`src/rtl/sirv_reset_sequencer.sv`:
```
//==============================================================================
// Module  : sirv_reset_sequencer
// Purpose : Stretches the synchronized reset, then releases NUM_STAGES reset
//           domains in index order, GAP_CYCLES apart. Sw/wdog requests restart.
//           Optional status ports (last cause, request count): SIRV_RSTSEQ_STATUS_EN
// Revision: 1.0 - initial release
//==============================================================================
`default_nettype none

module sirv_reset_sequencer #(
  parameter int NUM_STAGES  = 3,
  parameter int HOLD_CYCLES = 16,
  parameter int GAP_CYCLES  = 4,
  parameter int CNT_W       = 8
) (
  input  logic                  clock,
  input  logic                  reset,
  input  logic                  test_mode,
  input  logic                  io_sw_rst_req,
  input  logic                  io_wdog_rst,
  output logic [NUM_STAGES-1:0] io_stage_rst,
  output logic                  io_seq_done,
  output logic                  io_busy
`ifdef SIRV_RSTSEQ_STATUS_EN
  ,
  output logic [1:0]            io_rst_cause,
  output logic [7:0]            io_rst_count
`endif
);

  localparam int IDX_W = (NUM_STAGES > 1) ? $clog2(NUM_STAGES) : 1;

  typedef enum logic [1:0] {
    ST_HOLD = 2'd0,
    ST_GAP  = 2'd1,
    ST_DONE = 2'd2
  } state_t;

  state_t                r_state, w_state_nxt;
  logic [CNT_W-1:0]      r_cnt, w_cnt_nxt;
  logic [IDX_W-1:0]      r_idx, w_idx_nxt;
  logic [NUM_STAGES-1:0] r_stage_rst, w_stage_nxt;
  logic                  r_seq_done, w_done_nxt;
  logic                  w_req;

  assign w_req = io_sw_rst_req | io_wdog_rst;

  always_ff @(posedge clock) begin
    if (reset) begin
      r_state     <= ST_HOLD;
      r_cnt       <= '0;
      r_idx       <= '0;
      r_stage_rst <= '1;
      r_seq_done  <= 1'b0;
    end else begin
      r_state     <= w_state_nxt;
      r_cnt       <= w_cnt_nxt;
      r_idx       <= w_idx_nxt;
      r_stage_rst <= w_stage_nxt;
      r_seq_done  <= w_done_nxt;
    end
  end

  always_comb begin
    w_state_nxt = r_state;
    w_cnt_nxt   = r_cnt;
    w_idx_nxt   = r_idx;
    w_stage_nxt = r_stage_rst;
    w_done_nxt  = r_seq_done;
    if (w_req) begin
      // A held request parks the FSM in HOLD with the counter at zero.
      w_state_nxt = ST_HOLD;
      w_cnt_nxt   = '0;
      w_idx_nxt   = '0;
      w_stage_nxt = '1;
      w_done_nxt  = 1'b0;
    end else begin
      case (r_state)
        ST_HOLD: begin
          if (r_cnt == CNT_W'(HOLD_CYCLES - 1)) begin
            w_stage_nxt[0] = 1'b0;
            w_cnt_nxt      = '0;
            w_idx_nxt      = IDX_W'(1);
            if (NUM_STAGES > 1) begin
              w_state_nxt = ST_GAP;
            end else begin
              w_state_nxt = ST_DONE;
              w_done_nxt  = 1'b1;
            end
          end else begin
            w_cnt_nxt = r_cnt + CNT_W'(1);
          end
        end
        ST_GAP: begin
          if (r_cnt == CNT_W'(GAP_CYCLES - 1)) begin
            for (int k = 0; k < NUM_STAGES; k++) begin
              if (IDX_W'(k) == r_idx) w_stage_nxt[k] = 1'b0;
            end
            w_cnt_nxt = '0;
            if (r_idx == IDX_W'(NUM_STAGES - 1)) begin
              w_state_nxt = ST_DONE;
              w_done_nxt  = 1'b1;
            end else begin
              w_idx_nxt = r_idx + IDX_W'(1);
            end
          end else begin
            w_cnt_nxt = r_cnt + CNT_W'(1);
          end
        end
        ST_DONE: begin
          w_state_nxt = ST_DONE;
        end
        default: begin
          w_state_nxt = ST_HOLD;
          w_cnt_nxt   = '0;
          w_idx_nxt   = '0;
          w_stage_nxt = '1;
          w_done_nxt  = 1'b0;
        end
      endcase
    end
  end

  // DFT bypass hands the raw reset straight to every domain.
  assign io_stage_rst = test_mode ? {NUM_STAGES{reset}} : r_stage_rst;
  assign io_seq_done  = test_mode ? ~reset : r_seq_done;
  assign io_busy      = (r_state != ST_DONE);

`ifdef SIRV_RSTSEQ_STATUS_EN
  logic       r_req_prev;
  logic [1:0] r_rst_cause;
  logic [7:0] r_rst_count;

  always_ff @(posedge clock) begin
    if (reset) begin
      r_req_prev  <= 1'b0;
      r_rst_cause <= 2'd0;
      r_rst_count <= 8'd0;
    end else begin
      r_req_prev <= w_req;
      if (w_req && !r_req_prev) begin
        r_rst_cause <= io_wdog_rst ? 2'd2 : 2'd1;
        if (r_rst_count != 8'hFF) r_rst_count <= r_rst_count + 8'd1;
      end
    end
  end

  assign io_rst_cause = r_rst_cause;
  assign io_rst_count = r_rst_count;
`endif

endmodule

`default_nettype wire

```
`config.mk`:
```
export PLATFORM = sky130hd
export DESIGN_NAME = sirv_reset_sequencer
export DESIGN_NICKNAME = d
export VERILOG_FILES = /design/src/rtl/sirv_reset_sequencer.sv
export SDC_FILE = /design/constraint.sdc
export NUM_CORES = 1
export LEC_CHECK = 0
export BUFFER_PORTS_ARGS = -buffer_cell sky130_fd_sc_hd__buf_2
export CORE_AREA = 2 2 49 42
export CTS_CLUSTER_DIAMETER = 60
export DETAILED_ROUTE_END_ITERATION = 7
export DIE_AREA = 0 0 51 44
export PLACE_DENSITY = 0.73
export SLEW_MARGIN = 20
export SYNTH_ARGS = -nofsm -noshare
export SYNTH_HDL_FRONTEND = slang
export SYNTH_SLANG_ARGS = --single-unit
export TNS_END_PERCENT = 50
```
`constraint.sdc`:
```
create_clock -name clock -period 3.68 [get_ports clock]
set_input_delay 0.368 -clock clock [delete_from_list [all_inputs] [get_ports clock]]
set_output_delay 0.368 -clock clock [all_outputs]
set_load 0.05 [all_outputs]
```
==> results of run 1 <==
final cells by class:
| class | instances | area, µm² |
|---|---|---|
| flip-flops and latches | 16 | 320.3 |
| well taps | 24 | 30.03 |
| clock buffers | 4 | 36.28 |
| multi-input cells | 89 | 603.1 |
| inverters | 11 | 41.29 |
| repair buffers | 9 | 45.04 |
| fillers | 167 | 693.2 |
worst max-delay path, delay by kind of cell (launching register included):
| family | cells | cell delay (ps) |
|---|---|---|
| buf+inv | 3 | 580 |
| fa+ha+maj | 1 | 450 |
| flops | 1 | 340 |
cells by family after synthesis:
family                   Yosys count  share of synthesized area [%]
AND/OR/NAND/NOR                   49                          28.06
AO/OA/AOI/OAI                     27                          19.18
flip-flops                        16                          32.95
buffers and inverters             13                          5.020
adder cells (fa/ha/maj)            7                          9.009
XOR/XNOR                           3                          2.703
multiplexers                       3                          3.089
registers in the layout, indices dropped and copies added, names as in the netlist:
signal / cells
r_cnt: 8
r_stage_rst: 3
r_idx: 2
r_state: 2
r_seq_done: 1
through the flow:
step | hold slack [ps] | setup WS, ps | total power, W | instance area, µm² | cells
CTS | 414.3 | 1655 | 0.0003218 | 1076 | 153
detailed placement | 474.5 | 1801 | 0.0002034 | 1040 | 149
finish | 431.0 | 1643 | 0.0003166 | 1076 | 153
floorplan | 442.3 | 1858 | 0.0001957 | 972.2 | 118
global placement | 466.3 | 1789 | 0.0002030 | 1040 | 149
global route | 434.1 | 1497 | 0.0003316 | 1076 | 153
layout by cell type, fill, tap and decap left out, types with 2 or more instances in the layout:
master,instances
a21oi_1,4
a31oi_1,4
and3_1,3
buf_2,9
clkbuf_4,3
dfxtp_1,16
ha_1,7
inv_1,11
mux2i_1,3
nand2_1,13
nand3_1,5
nand4_1,4
nor2_1,7
nor3_1,3
nor3_2,2
nor4_1,4
o21a_1,2
o21ai_0,7
or2_2,2
xnor2_1,2
worst min path at each step:
stage	start	to	slack (ps)
after detailed placement	r_state[1]$_SDFFE_PP0P_	r_state[1]$_SDFFE_PP0P_	470
after global routing	io_sw_rst_req	r_state[1]$_SDFFE_PP0P_	430
after global placement	r_state[1]$_SDFFE_PP0P_	r_state[1]$_SDFFE_PP0P_	470
final	io_sw_rst_req	r_state[1]$_SDFFE_PP0P_	430
after CTS	io_sw_rst_req	r_state[1]$_SDFFE_PP0P_	410
after floorplan	r_stage_rst[0]$_SDFFE_PP1P_	r_stage_rst[0]$_SDFFE_PP1P_	440
routing by layer:
layer | global-route usage [%] | vias to the layer above
li1 | - | 449
met1 | 31.91 | 421
met2 | 31.17 | 31
met3 | 6.207 | 7
met4 | 14.59 | 0
met5 | 0 | -
report_power, final:
group	switching, W	total, W	internal [W]
Sequential	0.000000697	0.000174	0.000174
Clock	0.0000568	0.000117	0.0000604
Combinational	0.0000186	0.0000252	0.00000655
Yosys cell counts, drive strengths merged:
cell / n / area [µm²]
a31oi: 4 / 25.02
o31ai: 1 / 7.510
o21ai: 8 / 40.03
xnor2: 2 / 17.52
ha: 7 / 87.58
a22oi: 1 / 7.510
and3: 3 / 18.77
a21oi: 4 / 20.02
nor3: 5 / 35.03
or2: 2 / 12.51
nor2b: 1 / 6.260
nand4: 4 / 25.02
xor2: 1 / 8.760
a311oi: 1 / 8.760
o21a: 2 / 15.01
a21o: 1 / 7.510
o211ai: 2 / 28.78
nor2: 7 / 26.28
or3: 1 / 6.260
nand2: 13 / 48.80
dfxtp: 16 / 320.3
a2111oi: 1 / 8.760
o221ai: 1 / 8.760
and3b: 1 / 8.760
and2: 1 / 6.260
or4: 1 / 7.510
mux2i: 3 / 30.03
a22o: 1 / 8.760
nand3: 5 / 25.02
clkbuf: 2 / 7.510
inv: 11 / 41.29
nor4: 5 / 46.29
==> results.sh, run 1 <==
export IMPL_outcome="finished, final reports clean"
export IMPL_drt_total_wl_mm=2.224
export IMPL_place_port_buffers=9
export IMPL_end_kind="output pin"
export IMPL_critPathMaxFanout=14
export IMPL_die_w_um=51
export IMPL_utilization_pct=60.82
export IMPL_ctsHoldBuffers=0
export IMPL_crit_top_cell="inv_1"
export IMPL_grt_usage_pct=22.94
export IMPL_drt_pass1_iterations=4
export IMPL_cts_setup_buffers=0
export IMPL_hold_depth=4
export IMPL_worst_slew_pin_slew_ps=554.2
export IMPL_setup_tns_ps=0
export IMPL_maxSlewViolCount=0
export IMPL_vias=908
export IMPL_worstReg2RegStart="r_state[0]$_SDFFE_PP0P_"
export IMPL_synth_cell_types=36
export IMPL_critical_path_max_stage_delay_ps=450
export IMPL_maxCapViolations=0
export IMPL_clock_latency_ps=290
export IMPL_clkSinkCount=16
export IMPL_fmax_mhz=490.8
export IMPL_grt_max_degree=15
export IMPL_diodes=0
export IMPL_crit_required_ps=3310
export IMPL_routedWlPerCell_um=14.54
export IMPL_finalSetupViolations=0
export IMPL_slew_headroom_pct=62.85
export IMPL_numCtsBuffers=3
export IMPL_dp_hpwl_mm=1.637
export IMPL_grt_pass1_wl_mm=3.636
export IMPL_synth_warnings=0
export IMPL_wl_met3_um=144
export IMPL_syn_area_per_cell_um2=8.239
export IMPL_die_area_um2=2244
export IMPL_via_per_inst=5.935
export IMPL_period_share_pct=55.36
export IMPL_coreArea_um2=1769
export IMPL_hold_viol_final=0
export IMPL_cts_buffer_depth=2
export IMPL_drtIter0Drc=34
export IMPL_reg2reg_depth=6
export IMPL_cp_start_kind="register"
export IMPL_worstSetupEndpoint="io_busy"
export IMPL_syn_inst=118
export IMPL_m1WireLength_mm=1.080
export IMPL_slowest_stage="ha_1"
export IMPL_syn_nets=130
export IMPL_cts_tree="done"
export IMPL_fin_worst_skew_ps=1.459
export IMPL_p_leak_nw=0.4336
export IMPL_path_cells="inv_1, ha_1, inv_1, buf_2"
export IMPL_root_buffer="clkbuf_4"
export IMPL_antenna_found_initial=0
export IMPL_ir_drop_mv=0.1823
export IMPL_hold_class="input pin to register"
export IMPL_grt_pass1_vias=786
export IMPL_rsz0062_at_grt="no"
export IMPL_ys_ff_latch=16
export IMPL_ios=10
export IMPL_rr_endpoint="r_seq_done$_SDFFE_PP0P_"
export IMPL_initial_core_util_pct=54.95
export IMPL_gp_congestion=0.8816
export IMPL_cts_resized=0
export IMPL_grt_overflow=0
export IMPL_arrival_ps=1670
export IMPL_path_clk_slew_ps=90
export IMPL_period_needed_ps=2037
export IMPL_row_count=14
export IMPL_drive_above_1_share_pct=14.73
export IMPL_h_tree_depth=1
export IMPL_yosysSeqAreaShare_pct=32.95
export IMPL_ant_nets=0
export IMPL_crit_type="register to output pin"
export IMPL_die_y_um=44
export IMPL_drc=0
export IMPL_dr_wl_met2_um=935
export IMPL_nNetsFinal=142
export IMPL_synth_cell_area_um2=972.2
export IMPL_cp_startpoint="r_state[0]$_SDFFE_PP0P_"
export IMPL_r2r_setup_slack_ps=1760
export IMPL_top_layer="met4"
export IMPL_powerDensity_nw_per_um2=294.2
export IMPL_syn_to_final_growth_pct=10.68
(Power assumes the default switching activity.)
==> inputs of run 2 (changes only) <==
- CORE_AREA: 2 2 49 42 -> 2 2 52 45
- DIE_AREA: 0 0 51 44 -> 0 0 54 47
- PLACE_DENSITY: 0.73 -> 0.67
- clock period: 3.68 -> 1.8 ns (I/O delays scaled with it)
==> results.sh, run 2 (synthesis gave the netlist of run 1 again) <==
export IMPL_grt_overflow=0
export IMPL_drt_pass1_iterations=4
export IMPL_stdcell_count=163
export IMPL_root_buffer="clkbuf_4"
export IMPL_syn_to_final_growth_pct=20.08
export IMPL_finalSetupViolations=0
export IMPL_path_cells="nor4_4, nand3_1, a21oi_1, a31oi_1"
export IMPL_fmax_mhz=594.4
export IMPL_top_register="r_cnt"
export IMPL_critPathMaxFanout=5
export IMPL_cts_tree="done"
export IMPL_nNetsFinal=151
export IMPL_drtIter0Drc=36
export IMPL_cp_start_kind="register"
export IMPL_gp_congestion=0.8804
export IMPL_crit_type="register to register"
export IMPL_via_per_inst=5.681
export IMPL_vias=926
export IMPL_final_common_cell="dfxtp_1"
export IMPL_ir_drop_mv=0.4826
export IMPL_place_port_buffers=9
export IMPL_largest_reg_flops=8
export IMPL_ios=10
export IMPL_hold_viol_final=0
export IMPL_p_leak_nw=0.4805
export IMPL_path_clk_slew_ps=100
export IMPL_arrival_ps=1850
export IMPL_slowest_stage="nor4_4"
export IMPL_top_regs="r_cnt: 8 flops, r_stage_rst: 3 flops"
export IMPL_drive_above_1_share_pct=23.19
export IMPL_hold_class="input pin to register"
export IMPL_ant_nets=0
export IMPL_outcome="finished, final reports clean"
export IMPL_worst_slew_pin_slew_ps=435.0
export IMPL_grt_pass1_vias=890
export IMPL_dp_hpwl_mm=1.759
export IMPL_slew_headroom_pct=70.78
export IMPL_antenna_found_initial=0
export IMPL_initial_core_util_pct=47.96
export IMPL_fin_ws_ps=117.6
export IMPL_drt_total_wl_mm=2.345
export IMPL_totalPowerFinal_w=0.0006541
export IMPL_powerDensity_nw_per_um2=560.3
export IMPL_rsz0062_at_grt="no"
export IMPL_die_w_um=54
export IMPL_setup_tns_ps=0
export IMPL_grt_pass1_wl_mm=3.933
export IMPL_h_tree_depth=1
export IMPL_cts_buffer_depth=2
export IMPL_diodes=0
export IMPL_layout_common_cells="16 x dfxtp_1, 13 x nand2_1, 11 x inv_1, 9 x buf_2, 9 x buf_4"
export IMPL_die_area_um2=2538
export IMPL_clock_latency_ps=290
export IMPL_dp_cells=159
export IMPL_dp_slack_ps=15.26
export IMPL_drc=0
export IMPL_period_needed_ps=1682
export IMPL_fin_worst_skew_ps=0.7390
export IMPL_maxSlewViolCount=0
export IMPL_routedWlPerCell_um=14.39
export IMPL_clkSinkCount=16
export IMPL_row_count=15
export IMPL_grt_usage_pct=21.89
export IMPL_maxCapViolations=0
export IMPL_end_kind="register"
export IMPL_critical_path_max_stage_delay_ps=480
export IMPL_grt_max_degree=13
export IMPL_period_share_pct=93.46
export IMPL_coreArea_um2=2027
export IMPL_die_y_um=47
export IMPL_crit_required_ps=1970
export IMPL_numCtsBuffers=3
run 2: worst max-delay path, delay by kind of cell (launching register included):
| family | cells | cell delay (ps) |
|---|---|---|
| compound gates | 2 | 540 |
| flops | 1 | 380 |
| simple gates | 2 | 640 |
run 2: per-layer routing:
layer	vias to the layer above	wire (µm)	track usage [%]
met5	-	0	0
met2	34	1068	33.66
met4	0	13	6.500
met3	2	141	7.325
met1	420	1121	29.43
li1	470	-	-
run 2: final cells by class:
cell class                 instances  area, µm²
fill                             190      859.6
multi-input combinational         89      625.6
sequential                        16      320.3
timing repair buffer              18      112.6
inverter                          11      41.29
clock buffer                       4      36.28
tap                               25      31.28
run 2: timing repair:
item	4_1_cts	5_1_grt
pin swaps	0	2
buffers inserted	0	0
cloned	0	0
resized for setup	1	6
hold buffers	0	0
endpoints found under the setup margin	1	7
run 2: worst paths after layout:
path                                                   from                           to  slack, ps  cells after the start
worst max register to register        r_cnt[4]$_SDFFE_PP0N_  r_stage_rst[1]$_SDFFE_PP1P_        120                      4
worst min-delay path                          io_sw_rst_req        r_idx[0]$_SDFFE_PP0P_        240                      4
worst min register to register  r_stage_rst[0]$_SDFFE_PP1P_  r_stage_rst[0]$_SDFFE_PP1P_        480                      2
worst max-delay path                  r_cnt[4]$_SDFFE_PP0N_  r_stage_rst[1]$_SDFFE_PP1P_        120                      4
run 2: through the flow:
stage / util (%) / area, µm² / hold slack, ps
detailed placement: 54.69 / 1109 / 467.6
global route: 57.59 / 1167 / 246.0
finish: 57.59 / 1167 / 241.2
floorplan: - / 972.2 / 388.8
CTS: 56.54 / 1146 / 335.5
global placement: 54.69 / 1109 / 465.4
run 2: report_power, final:
part / internal [W] / switching, W / leakage [nW]
sequential: 0.000355 / 0.00000148 / 0.129
clock: 0.000123 / 0.000118 / 0.0210
combinational: 0.0000169 / 0.0000391 / 0.330
total: 0.000495 / 0.000159 / 0.481
